--- src/rtl/thermo_ctrl_mc.sv ---
// thermo_ctrl_mc: multi-channel serial temperature sensor reader with per-channel hysteresis heater control
module thermo_ctrl_mc #(
  parameter int NCH = 2,
  parameter int TW = 8,
  parameter int DIV = 4,
  parameter int CONV_CYC = 22000000,
  parameter int HYST = 2
) (
  input  logic              clk,
  input  logic              rst_n,
  input  logic              en,
  input  logic [TW-1:0]     tpRef,
  input  logic [NCH-1:0]    so,
  output logic              cs,
  output logic              clkS,
  output logic [NCH*TW-1:0] tempReal,
  output logic [NCH-1:0]    onOff,
  output logic [NCH-1:0]    fault,
  output logic              sampleDone
);
  localparam logic [1:0] IDLE = 2'd0, FRAME = 2'd1, DONE = 2'd2, HOLD = 2'd3;
  localparam int CW = $clog2(CONV_CYC + 1);
  localparam int PW = DIV > 1 ? $clog2(DIV) : 1;
  localparam logic [TW:0] MAXV = {1'b0, {TW{1'b1}}};
  localparam logic [TW:0] HV = (TW+1)'(HYST);
  logic [1:0] state;
  logic [CW-1:0] intervalCnt;
  logic [PW-1:0] phaseCnt;
  logic [4:0] halfCnt;
  logic [NCH-1:0][15:0] shReg;
  logic lastPhase, frameEnd, idleEnd, unusedDummy;
  logic [TW:0] refW, hSum, lo, hi;
  logic [TW-1:0] tNew [NCH];
  logic [NCH-1:0] onNew;
  assign lastPhase = phaseCnt == PW'(DIV - 1);
  assign frameEnd = lastPhase && halfCnt == 5'd31;
  assign idleEnd = intervalCnt == CW'(CONV_CYC - 1);
  assign unusedDummy = ^shReg;
  assign refW = {1'b0, tpRef};
  assign hSum = refW + HV;
  assign lo = refW >= HV ? refW - HV : '0;
  assign hi = hSum > MAXV ? MAXV : hSum;
  always_comb begin
    for (int i = 0; i < NCH; i++) begin
      tNew[i] = {1'b0, shReg[i][14:5]} > 11'(MAXV) ? MAXV[TW-1:0] : shReg[i][5 +: TW];
      onNew[i] = shReg[i][2] ? 1'b0 :
                 lo == hi ? tNew[i] < tpRef :
                 {1'b0, tNew[i]} <= lo ? 1'b1 :
                 {1'b0, tNew[i]} >= hi ? 1'b0 : onOff[i];
    end
  end
  always_ff @(posedge clk or negedge rst_n) begin
    if (!rst_n) begin
      state <= IDLE;
      intervalCnt <= '0;
      phaseCnt <= '0;
      halfCnt <= '0;
      shReg <= '0;
      cs <= 1'b1;
      clkS <= 1'b0;
      tempReal <= '0;
      onOff <= '0;
      fault <= '0;
      sampleDone <= 1'b0;
    end else begin
      sampleDone <= 1'b0;
      case (state)
        IDLE: begin
          intervalCnt <= idleEnd ? '0 : intervalCnt + 1'b1;
          if (idleEnd) begin
            state <= en ? FRAME : HOLD;
            cs <= !en;
          end
        end
        HOLD: if (en) begin
          state <= FRAME;
          cs <= 1'b0;
        end
        FRAME: begin
          // phase and half-period counters wrap to zero exactly at frame end
          phaseCnt <= lastPhase ? '0 : phaseCnt + 1'b1;
          if (lastPhase) begin
            halfCnt <= halfCnt + 1'b1;
            clkS <= !clkS;
            if (!clkS)
              for (int i = 0; i < NCH; i++) shReg[i] <= {shReg[i][14:0], so[i]};
          end
          if (frameEnd) begin
            state <= DONE;
            cs <= 1'b1;
          end
        end
        DONE: begin
          state <= IDLE;
          sampleDone <= 1'b1;
          onOff <= onNew;
          for (int i = 0; i < NCH; i++) begin
            fault[i] <= shReg[i][2];
            if (!shReg[i][2]) tempReal[i*TW +: TW] <= tNew[i];
          end
        end
        default: state <= IDLE;
      endcase
    end
  end
endmodule

--- config.mk ---
export PLATFORM = sky130hd
export DESIGN_NAME = thermo_ctrl_mc
export DESIGN_NICKNAME = d
export VERILOG_FILES = /design/src/rtl/thermo_ctrl_mc.sv
export SDC_FILE = /design/constraint.sdc
export NUM_CORES = 1
export LEC_CHECK = 0
export CORE_MARGIN = 2
export CORE_UTILIZATION = 30
export CTS_CLUSTER_DIAMETER = 80
export DETAILED_ROUTE_END_ITERATION = 8
export GPL_TIMING_DRIVEN = 0
export PLACE_DENSITY = 0.58
export SYNTH_ARGS = -nofsm -noshare
export SYNTH_HDL_FRONTEND = slang
export SYNTH_SLANG_ARGS = --single-unit
export TNS_END_PERCENT = 1
--- constraint.sdc ---
create_clock -name clk -period 2.5 [get_ports clk]
set_input_delay 0.5 -clock clk [delete_from_list [all_inputs] [get_ports clk]]
set_output_delay 0.5 -clock clk [all_outputs]
set_load 0.01 [all_outputs]
# After elaboration in Yosys (flattened, before gate mapping)

Index checks and enable logic that the tools add are counted.

Bits in registers: 87
Input port bits: 13
Output and inout port bits: 23
Word-level logic and storage cells: 81

Add/subtract/negate cells: 5
$lt $le $gt $ge: 10
Eq/ne operators: 10
Muxes and demuxes: 24
Bitwise operators: 3
Reductions and logical operators: 15

Operators by type and width:

| kind                                                           | number |
|---|---|
| adder 25 x 1 -> 25 bit, second input constant                  | 1 |
| == test 25 bit, second input constant                          | 1 |
| two-way mux 25 bit                                             | 1 |
| greater-than comparator 10 x 8 -> 1 bit, second input constant | 2 |
| >= comparator 8 x 9 -> 1 bit                                   | 2 |
| less-or-equal comparator 8 x 9 -> 1 bit                        | 2 |
| two-way mux 9 bit                                              | 2 |
| < comparator 8 bit                                             | 2 |
| two-way mux 8 bit                                              | 2 |
| two-way mux 1 bit                                              | 12 |
| two-way mux 2 bit                                              | 5 |
| AND reduction 2 bit                                            | 5 |
| adder 8 x 2 -> 9 bit, second input constant                    | 1 |
| == test 9 bit                                                  | 1 |
| greater-than comparator 9 x 8 -> 1 bit, second input constant  | 1 |
| subtractor 8 x 2 -> 9 bit, second input constant               | 1 |
| >= comparator 8 x 2 -> 1 bit, second input constant            | 1 |
| case mux 2 bit (4 select lines)                                | 1 |
| nonzero test 4 bit                                             | 2 |
| == test 2 bit, second input constant                           | 3 |
| != test 2 bit, second input constant                           | 3 |
| AND reduction 3 bit                                            | 2 |
| adder 5 x 1 -> 5 bit, second input constant                    | 1 |
| == test 5 bit, second input constant                           | 1 |
| other kinds (9)                                                | 12 |

# Logic depth before layout (Yosys ltp)

Gate-level depths: netlist of the first run.

Depth in word-level cells: 8
Depth in mapped cells: 15
Depth with buffers taken out: 15

# Worst setup path before layout of the first run

No wires, ideal clock.

Kind: in2reg
From: input tpRef[1]
To: register onOff[1]
Library setup time: 78 ps
Arrival: 2828 ps
Required time: 2422 ps
Slack: -405 ps
Stages on the path: 15
Buffers on the path: 0
Cell sequence: inv_1 ha_1 nor2b_1 a2111oi_1 o31a_1 or2_2 nor2_1 ha_1 a21o_1 a21o_1 a21oi_1 o21ai_0 o211ai_1 a32oi_1 o2bb2ai_1

Word-level cells in the longest chain between the ends: 6
Elaborated cells between the ends (all ways): 15
Classes of those cells: add/sub (2); order compare (5); eq/ne (1); mux (5); reduce/logical (2)

RTL lines:

| what                                                                                | line   | source |
|---|---|---|
| start, declared                                                                     | 12     | `input logic [TW-1:0] tpRef,` |
| adder 8 x 2 -> 9 bit, or another cell as far along                                  | 40     | `assign hSum = refW + HV;` |
| greater-than comparator 9 x 8 -> 1 bit / two-way mux 9 bit (equally long branches)  | 42, 41 |  |
| two-way mux 9 bit / less-or-equal comparator 8 x 9 -> 1 bit (equally long branches) | 42, 48 |  |
| >= comparator 8 x 9 -> 1 bit, or another cell as far along                          | 49     | `{1'b0, tNew[i]} >= hi ? 1'b0 : onOff[i];` |
| nonzero test 4 bit (no line) / two-way mux 1 bit (equally long branches)            | n/a    |  |
| AND reduction 2 bit (no line) / two-way mux 1 bit (equally long branches)           | n/a    |  |
| end signal, assigned                                                                | 96     | `onOff <= onNew;` |
| end, declared                                                                       | 17     | `output logic [NCH-1:0] onOff,` |

Parallel ways exist; a longest one is shown, timed or not.
A chain may end at the register's enable or synchronous reset.

# Final worst setup path of the first run

From: input tpRef[2]
To: register onOff[1]

The elaborated chain is that of the path after synthesis.

==> out/summary.md, run 1 <==
The logs give 5300 sq um for the post-synth design cell area and 0.00561 ns for the final worst clock skew. Prior to clock tree synthesis, the placed netlist has a worst setup slack of -1.70 ns. The net switching power was 0.704 mW. After synthesis the netlist holds a flip-flop and latch count of 87. The logs give 4072 for the total vias in the final route and 36 for the boundary pin count.

The predominant post-synthesis flop cell was sky130_fd_sc_hd__dfrtp_1. The worst setup path is launched from an input port. The cell area after placement came out at 5950 sq um. The worst reg2reg path startpoint was shReg[29]. The total clock sinks came out at 87.

For this design the ratio of total power to cell area is 461 nW/um^2. For the length of the first detailed-routing pass in iterations, the log shows 4. Summed over all nets, the half-perimeter wirelength after detailed placement is 9.32 mm.

For this design, the CTS-stage hold fixing added 0 buffers. Synthesis produced 508 cells. The die outline height is 137 um, and the post-route non-filler standard cell count is 798.

The first global-routing pass estimated 20.8 mm of wire. In this run the core area contains 48 standard-cell rows. Number of enable flip-flop cells after synthesis: 0. The minimum setup slack in the final design was -0.0983 ns. The multi-input combinational cells in the finished layout cover a total of 3170 sq um. STA puts the critical path data arrival time at 2.87 ns. The total area inside the core boundary comes to 17300 sq um. The number of placed instances, taps included, is 767.

The run gives 44.8% as the fraction of power consumed by the clock network. Path type of the worst min-delay path: in -> async. From synthesis to final layout, the design area changed by 23.2%. The logs give 41.1% for the sequential area share after synthesis and 18700 sq um for the area enclosed by the die boundary.

For the static leakage, the log shows 3.11 nW. The horizontal extent of the die was 137 um; the count of synthesis-stage warnings from yosys was 0. The run gives 0 ns as the minimum setup slack among reg-to-reg paths. In the routed layout, each cell is associated on average with a via count of 5.10. The critical path is of the in -> reg type.

The run finished, with violations left. In this run, CTS created clock tree buffers numbering 9. The tools report the cell at the root of the clock tree as sky130_fd_sc_hd__clkbuf_16. For the sequential cell area, the log shows 2180 sq um. Across the run, the number of max-cap violations was 0.

Count of input and output buffers: 33. The run gives 4105 as the number of global-route vias before repair. Measured in cells, the most critical reg-to-reg path has a length of 11.

For the number of fill cells in the layout, the log shows 1727. The final reports fail on negative setup slack. The number of antenna violations at the first check in global routing was 0.

The synthesized netlist net count was 580; the count of antenna-violating nets left after detailed routing was 0. Hold timing on the final database bottoms out at a slack of 0.146 ns. TritonCTS built the clock tree. In this run, flip-flops and latches consume 46.9% of the power. Across every metal layer, demand over resource in global routing totals 14.3%.

Combinational logic is responsible for 8.4% of the overall power. The worst-case clock buffer depth came out at 2. The share of final-layout standard cells stronger than drive strength 1 was 22.5%. The internal cell power is 2.31 mW, and the final clock period utilization by the worst path is 104%.

Walking the worst path, the cells encountered are buf_6 -> inv_4 -> ha_4 -> nor2b_4 -> a2111oi_4 -> o31a_1 -> or2_4 -> nor2_4 -> ha_4 -> a21o_1 -> a21o_1 -> a21oi_2 -> o21ai_2 -> o211ai_1 -> a32oi_1 -> o2bb2ai_1. Of all nets on the critical path, the largest fanout is 8. Number of pins with negative max-slew slack in the final report: 0. The net count of the finished layout is 640. In the final routed layout, each cell accounts on average for 15.9 um. The clock tree synthesis step divided the H-tree into 3 levels.

The data required time at the worst endpoint is 2.77 ns, and the wire length reported by the detailed router is 12.7 mm. The clock input transition at the sequential cells of the worst setup and hold paths was 0.06 ns; the count of antenna diodes in the layout was 0. Setup repair after global routing could not meet its margin everywhere.

Counting I/O delays and the setup requirement, the final critical path takes 2.60 ns. After detailed routing, the number of remaining DRC violations is 0. After routing the design area is 6530 sq um. The run gives 0.263 mV as the largest voltage drop on the vdd net. For this run, the top clock speed supported by timing is 0.385 GHz. The aggregate global routing overflow came out at 0. After synthesis, the share of flip-flops with an asynchronous set or reset is 100%. The routability congestion estimate is 0.875.

The run gives 0 as the number of endpoints with negative hold slack in the final report. Actual transition at the worst max-transition pin: 0.795 ns. The first routing iteration left 186 violations. The clock latency on the worst-skew pair came out at 0.34 ns.

The largest individual stage delay along the critical path comes from the cell sky130_fd_sc_hd__or2_4. The count of endpoints failing setup in the final report is 2. The switching part of the total power is 23.4%, and the synthesized area per cell is 10.4 sq um. The category of the worst setup path capture point was a flip-flop. The largest single stage delay on the critical path is 0.28 ns. The tools report the starting utilization of the core area as 30.6%. In this run the tightest slew margin relative to its limit is 46.6%. Entering global routing, the biggest net connects 48 pins. Yosys mapped the design onto 59 distinct sky130hd cell types. The endpoint identified for the worst register-to-register timing path is onOff[1].
## stage by stage
| stage | power, mW | util, % | TNS (ns) |
|---|---|---|---|
| after floorplan | 1.55 | - | -0.574 |
| after global placement | 1.64 | 34.3 | -187.79 |
| after detailed placement | 1.65 | 34.4 | -3.35 |
| after CTS | 3.04 | 37.2 | -0.199 |
| after global routing | 3.13 | 37.7 | -0.607 |
| final | 3.01 | 37.7 | -0.172 |
## synthesized netlist by cell type (all sizes together) (2+ instances only)
| cell type | instances | area share, % |
|---|---|---|
| dfrtp | 86 | 41 |
| ha | 59 | 14 |
| mux2 | 51 | 11 |
| nand2 | 38 | 2.7 |
| o21ai | 31 | 2.9 |
| nor2 | 29 | 2.1 |
| inv | 18 | 1.3 |
| nand3 | 18 | 1.9 |
| a21oi | 16 | 1.5 |
| or3 | 15 | 1.8 |
| xnor2 | 12 | 2.0 |
| nand2b | 11 | 1.3 |
| nor3 | 11 | 1.0 |
| and3 | 10 | 1.2 |
| nand4 | 10 | 1.2 |
| xor2 | 10 | 1.7 |
| o31ai | 8 | 1.1 |
| buf | 6 | 0.54 |
| clkbuf | 6 | 0.45 |
| nor4 | 6 | 1.1 |
| a31oi | 5 | 0.59 |
| o211ai | 5 | 0.71 |
| or2 | 5 | 0.59 |
| a21o | 4 | 0.57 |
| a2111oi | 3 | 0.64 |
| a211oi | 3 | 0.42 |
| and2 | 3 | 0.35 |
| nor3b | 3 | 0.52 |
| o31a | 3 | 0.50 |
| a22oi | 2 | 0.28 |
| mux2i | 2 | 0.38 |
| nor2b | 2 | 0.24 |
| nor4b | 2 | 0.33 |
| o2111ai | 2 | 0.33 |
## cell type report
type	instances	share of cell area, %
sequential	87	33.4
clock inverter	4	0.728
tap	225	4.31
timing repair buffer	49	7.15
buffer	12	0.920
clock buffer	12	3.78
inverter	18	1.13
multi-input combinational	391	48.6
## layer usage
metal  GRT usage, %  share of wire (%)  vias to the layer above
li1               -                  -                     1992
met1           18.9                 47                     2004
met2           23.4                 49                       62
met3           2.19                3.0                       14
met4           5.78                1.5                        0
met5              0                  0                        -
## critical path: cells and delay by family
kind	cells	cell delay, ns
simple gates	3	0.61
compound gates	9	1.05
buf+inv	2	0.21
fa+ha+maj	2	0.47
## kinds of logic (layout without fill, tap and decap cells)
logic type               count (synthesis)  count (layout)  share of synthesized area (%)
AO/OA/AOI/OAI                           90              90                           10.9
buffers and inverters                   30              95                           2.27
adder cells (fa/ha/maj)                 59              59                           13.9
AND/OR/NAND/NOR                        167             167                           16.9
XOR/XNOR                                22              22                           3.64
flip-flops                              87              87                           41.1
multiplexers                            53              53                           11.2
## state kept, by name, summed over array words and instances, names as in the netlist
name	flops
shReg	30
intervalCnt	25
tempReal	16
halfCnt	5
fault	2
onOff	2
phaseCnt	2
state	2
clkS	1
cs	1
sampleDone	1
## worst max-delay path by stage
stage / from / end / slack (ns) / depth (start not counted)
2_1_floorplan: tpRef[1] / onOff[1] / -0.32 / 15
3_5_place_dp: tpRef[1] / onOff[1] / -1.70 / 16
4_1_cts: tpRef[1] / onOff[1] / -0.16 / 16
5_1_grt: tpRef[1] / onOff[0] / -0.23 / 17
3_3_place_gp: rst_n / tempReal[4] / -2.14 / 1
6_report: tpRef[2] / onOff[1] / -0.1 / 16
## repair_timing
action | 4_1_cts | 5_1_grt
resized for setup | 45 | 21
pin swaps | 14 | 19
endpoints found under the setup margin | 2 | 39
setup buffers | 12 | 3
## power groups by stage
stage | Sequential, mW | Clock (mW) | Combinational (mW)
CTS | 1.41 | 1.39 | 0.242
finish | 1.41 | 1.35 | 0.252
floorplan | 1.44 | 0 | 0.116
global placement | 1.44 | 0 | 0.206
global route | 1.41 | 1.44 | 0.281
detailed placement | 1.44 | 0 | 0.217
## placed cells by master (no fill, tap or decap), types with 3 or more instances in the layout
cell type and n:
sky130_fd_sc_hd__a21oi_2 3, sky130_fd_sc_hd__clkdlybuf4s50_1 26, sky130_fd_sc_hd__a211oi_1 3, sky130_fd_sc_hd__o21ai_1 3, sky130_fd_sc_hd__nor2_1 26, sky130_fd_sc_hd__ha_4 4, sky130_fd_sc_hd__mux2_2 51, sky130_fd_sc_hd__clkbuf_16 9
sky130_fd_sc_hd__inv_1 15, sky130_fd_sc_hd__a31oi_1 5, sky130_fd_sc_hd__clkbuf_2 7, sky130_fd_sc_hd__or3_1 14, sky130_fd_sc_hd__and3_1 10, sky130_fd_sc_hd__nor3_1 8, sky130_fd_sc_hd__nand2_1 36, sky130_fd_sc_hd__buf_4 15
sky130_fd_sc_hd__clkbuf_1 7, sky130_fd_sc_hd__nand4_1 10, sky130_fd_sc_hd__o31a_1 3, sky130_fd_sc_hd__dfrtp_1 86, sky130_fd_sc_hd__nand3_1 17, sky130_fd_sc_hd__o21ai_0 27, sky130_fd_sc_hd__o211ai_1 5, sky130_fd_sc_hd__nand2b_1 10
sky130_fd_sc_hd__a21oi_1 13, sky130_fd_sc_hd__xor2_1 10, sky130_fd_sc_hd__ha_1 55, sky130_fd_sc_hd__buf_6 3, sky130_fd_sc_hd__nor4_1 3, sky130_fd_sc_hd__xnor2_1 12, sky130_fd_sc_hd__a21o_1 4, sky130_fd_sc_hd__o31ai_1 8
Note: power is estimated with default switching activity, not from simulation.
==> run 2: changes to the inputs <==
--- a/config.mk
+++ b/config.mk
@@ -8,6 +8,7 @@
 export CORE_MARGIN = 2
 export CORE_UTILIZATION = 30
 export CTS_CLUSTER_DIAMETER = 80
+export CTS_CLUSTER_SIZE = 40
 export DETAILED_ROUTE_END_ITERATION = 8
 export GPL_TIMING_DRIVEN = 0
 export PLACE_DENSITY = 0.58
==> results of run 2 <==
Same layout as run 1: the final DEF is identical, and so are final timing and power.
==> run 3: changes to the inputs <==
--- a/config.mk
+++ b/config.mk
@@ -5,7 +5,6 @@
 export SDC_FILE = /design/constraint.sdc
 export NUM_CORES = 1
 export LEC_CHECK = 0
-export CORE_MARGIN = 2
 export CORE_UTILIZATION = 30
 export CTS_CLUSTER_DIAMETER = 80
 export CTS_CLUSTER_SIZE = 40
==> out/summary.md, run 3 (synthesis results as in run 1) <==
The net count reported at finish is 637 (was 640), and the final clock period utilization by the worst path is 107% (was 104%). For the total global-route track usage, the log shows 14.8% (was 14.3%). Count of endpoints failing setup in the final report: 2 (unchanged). The logic depth of the worst register-to-register path is 11 (unchanged), and the boundary pin count is 36 (unchanged). The top layer used by detailed routing is met4 (unchanged). The setup slack after placement came out at -1.71 ns (was -1.70 ns). The aggregate global routing overflow is 0 (unchanged). The largest voltage drop on the vdd net is 0.346 mV (was 0.263 mV), and the clock input transition at the sequential cells of the worst setup and hold paths is 0.07 ns (was 0.06 ns). The power density over the cells was 452 nW/um^2 (was 461 nW/um^2). The tools report the category of the worst setup path capture point as a flip-flop (unchanged). The total met2 wirelength after detailed routing was 5.88 mm (was 6.22 mm); the clock period minus final worst setup slack was 2.67 ns (was 2.60 ns). The run gives 0 (unchanged) as the residual DRC count.

The area enclosed by the die boundary was 18200 sq um (was 18700 sq um); the stage delay of the slowest cell on the critical path was 0.40 ns (was 0.28 ns). The count of input and output buffers works out to 33 (unchanged). Path type of the worst min-delay path: in -> async (unchanged). The estimated wirelength of the detail-placed design came out at 9.19 mm (was 9.32 mm). The type of the worst setup path is in -> reg (unchanged). Cell at the slowest stage of the critical path: sky130_fd_sc_hd__nor4_4 (was sky130_fd_sc_hd__or2_4).

The clock latency on the worst-skew pair came out at 0.35 ns (was 0.34 ns). The run finished, with violations left. The run gives 0 (unchanged) as the number of endpoints with negative hold slack in the final report. The met3 routed wirelength is 416 um (was 385 um), and the final worst clock skew is 0.00788 ns (was 0.00561 ns).

The number of pins with negative max-slew slack in the final report was 0 (unchanged); the number of antenna violations at the first check in global routing was 0 (unchanged). The worst relative slew slack was 41.6% (was 46.6%). The worst-case clock buffer depth is 2 (unchanged). The max-capacitance violation count was 0 (unchanged); the maximum level of the CTS H-tree was 3 (unchanged). For the global-route wire length before repair, the log shows 21.1 mm (was 20.8 mm). The horizontal extent of the die is 135 um (was 137 um).

The wire length reported by the detailed router is 12.4 mm (was 12.7 mm), and the actual transition at the worst max-transition pin is 0.870 ns (was 0.795 ns). The cell area after placement is 5950 sq um (unchanged), and the static leakage is 3.08 nW (was 3.11 nW). Largest driver fanout on the critical path: 6 (was 8). The tools report the floorplan row count as 48 (unchanged). The logs give 4167 (was 4105) for the number of global-route vias before repair and 17300 sq um (unchanged) for the area inside the core boundary. Overall power after layout: 2.92 mW (was 3.01 mW). The starting utilization of the core area is 30.6% (unchanged).

The utilization after layout is 37.4% (was 37.7%), and the cell area after layout is 6460 sq um (was 6530 sq um). The number of DRC violations after detailed-routing iteration 0 is 193 (was 186). The cell at the root of the clock tree is sky130_fd_sc_hd__clkbuf_16 (unchanged). The length of the first detailed-routing pass in iterations is 4 (unchanged).

The relative area change from synthesis to final layout was 22.0% (was 23.2%); the detailed-route wire length on metal 1 was 5.81 mm (was 5.93 mm). The most common cell after layout, fill and taps aside is sky130_fd_sc_hd__dfrtp_1 (unchanged). For the count of antenna diodes in the layout, the log shows 0 (unchanged). Cell-by-cell listing of the critical path: dlygate4sd2_1 -> inv_1 -> nor4_4 -> or2_2 -> ha_1 -> nand2b_1 -> a21o_1 -> a21o_1 -> a21oi_2 -> o21ai_1 -> o211ai_1 -> a32oi_1 -> o2bb2ai_1 (was buf_6 -> inv_4 -> ha_4 -> nor2b_4 -> a2111oi_4 -> o31a_1 -> or2_4 -> nor2_4 -> ha_4 -> a21o_1 -> a21o_1 -> a21oi_2 -> o21ai_2 -> o211ai_1 -> a32oi_1 -> o2bb2ai_1). The run gives 87 (unchanged) as the total clock sinks. The final routed wire length divided by cell count was 15.5 um (was 15.9 um). Maximum number of pins on one net before global-route repair: 48 (unchanged). The kind of launch point of the worst setup path is an input port (unchanged). Leading registers by flop count: shReg: 30 flops, intervalCnt: 25 flops, tempReal: 16 flops (unchanged). In this design, the critical path's most frequently occurring cell is sky130_fd_sc_hd__a21o_1. Worst reg2reg path startpoint: shReg[29] (unchanged). For the total vias in the final route, the log shows 4062 (was 4072). Highest achievable clock rate: 0.375 GHz (was 0.385 GHz).

Share of final-layout standard cells stronger than drive strength 1: 21.2% (was 22.5%). For the minimum setup slack in the final design, the log shows -0.169 ns (was -0.0983 ns). The register with the most flip-flops was shReg (unchanged).

The data arrival time of the worst path is 2.94 ns (was 2.87 ns). The die outline height is 135 um (was 137 um). The run gives 0.853 (was 0.875) as the routability congestion estimate. Setup repair after global routing could not meet its margin everywhere. The first element of the critical path is tpRef[6] (was tpRef[2]).

Commonest non-fill, non-tap cells in the layout: sky130_fd_sc_hd__dfrtp_1, sky130_fd_sc_hd__ha_1, sky130_fd_sc_hd__mux2_2 (unchanged). Failing checks: negative setup slack (unchanged). Count of antenna-violating nets left after detailed routing: 0 (unchanged).

For the TritonCTS buffer count, the log shows 9 (unchanged). TritonCTS built the clock tree. The flip-flop count of the largest register after layout was 30 (unchanged). The data required time at the worst endpoint is 2.78 ns (was 2.77 ns), and the via density per instance is 5.11 (was 5.10).
==> run 3: changes by cell type in the layout (fill, tap and decap cells not counted), sizes merged <==
cell | before | now
clkinvlp | 2 | 4
clkdlybuf4s15 | 0 | 2
clkinv | 2 | 3
clkbuf | 24 | 18
buf | 22 | 19
bufinv | 1 | 0
inv | 17 | 18
dlygate4sd2 | 1 | 2
==> run 3: worst paths after layout <==
check	endpoint	slack, ns
setup / recovery	onOff[1]	-0.17
min in group clk	halfCnt[3]	0.47
hold reg to reg	halfCnt[3]	0.47
setup reg to reg	onOff[1]	-0.03
max in group asynchronous	cs	1.71
hold / removal	intervalCnt[23]	0.14
==> run 3: final cells by class <==
cell class	count	area, sq um
Tap cell	225	282
Clock buffer	9	225
Buffer	12	60.1
Inverter	18	73.8
Sequential cell	87	2180
Timing Repair Buffer	46	459
Clock inverter	7	57.6
Multi-Input combinational cell	391	3130
Fill cell	1731	10800
==> run 3: repair_timing <==
item,4_1_cts,5_1_grt
hold buffers,0,0
pin swaps,14,13
resized for setup,43,12
endpoints found under the setup margin,2,37
setup buffers,10,2
==> run 3: metrics by stage <==
stage	cells	hold WS, ns	setup TNS [ns]
after global placement	766	0.455	-188.27
after detailed placement	767	0.462	-3.40
after CTS	793	0.151	-0.362
final	795	0.139	-0.317
after global routing	795	0.175	-0.657
after floorplan	508	0.204	-0.574
==> run 3: routing by layer <==
layer / GRT usage, % / vias up
li1: - / 1992
met1: 19.0 / 1984
met2: 24.1 / 66
met3: 3.08 / 20
met4: 6.18 / 0
met5: 0 / -
==> run 3: power breakdown <==
group	leakage (nW)	total, mW	switching (mW)	internal [mW]
sequential	1.19	1.41	0.000778	1.41
clock	0.128	1.27	0.585	0.681
combinational	1.77	0.244	0.147	0.0963
==> run 3: worst max-delay path: cells and delay by family <==
kind	cells	cell delay, ns
AO/OA/AOI/OAI	7	0.91
adder cells (fa/ha/maj)	1	0.22
buffers and inverters	2	0.56
AND/OR/NAND/NOR	3	0.75
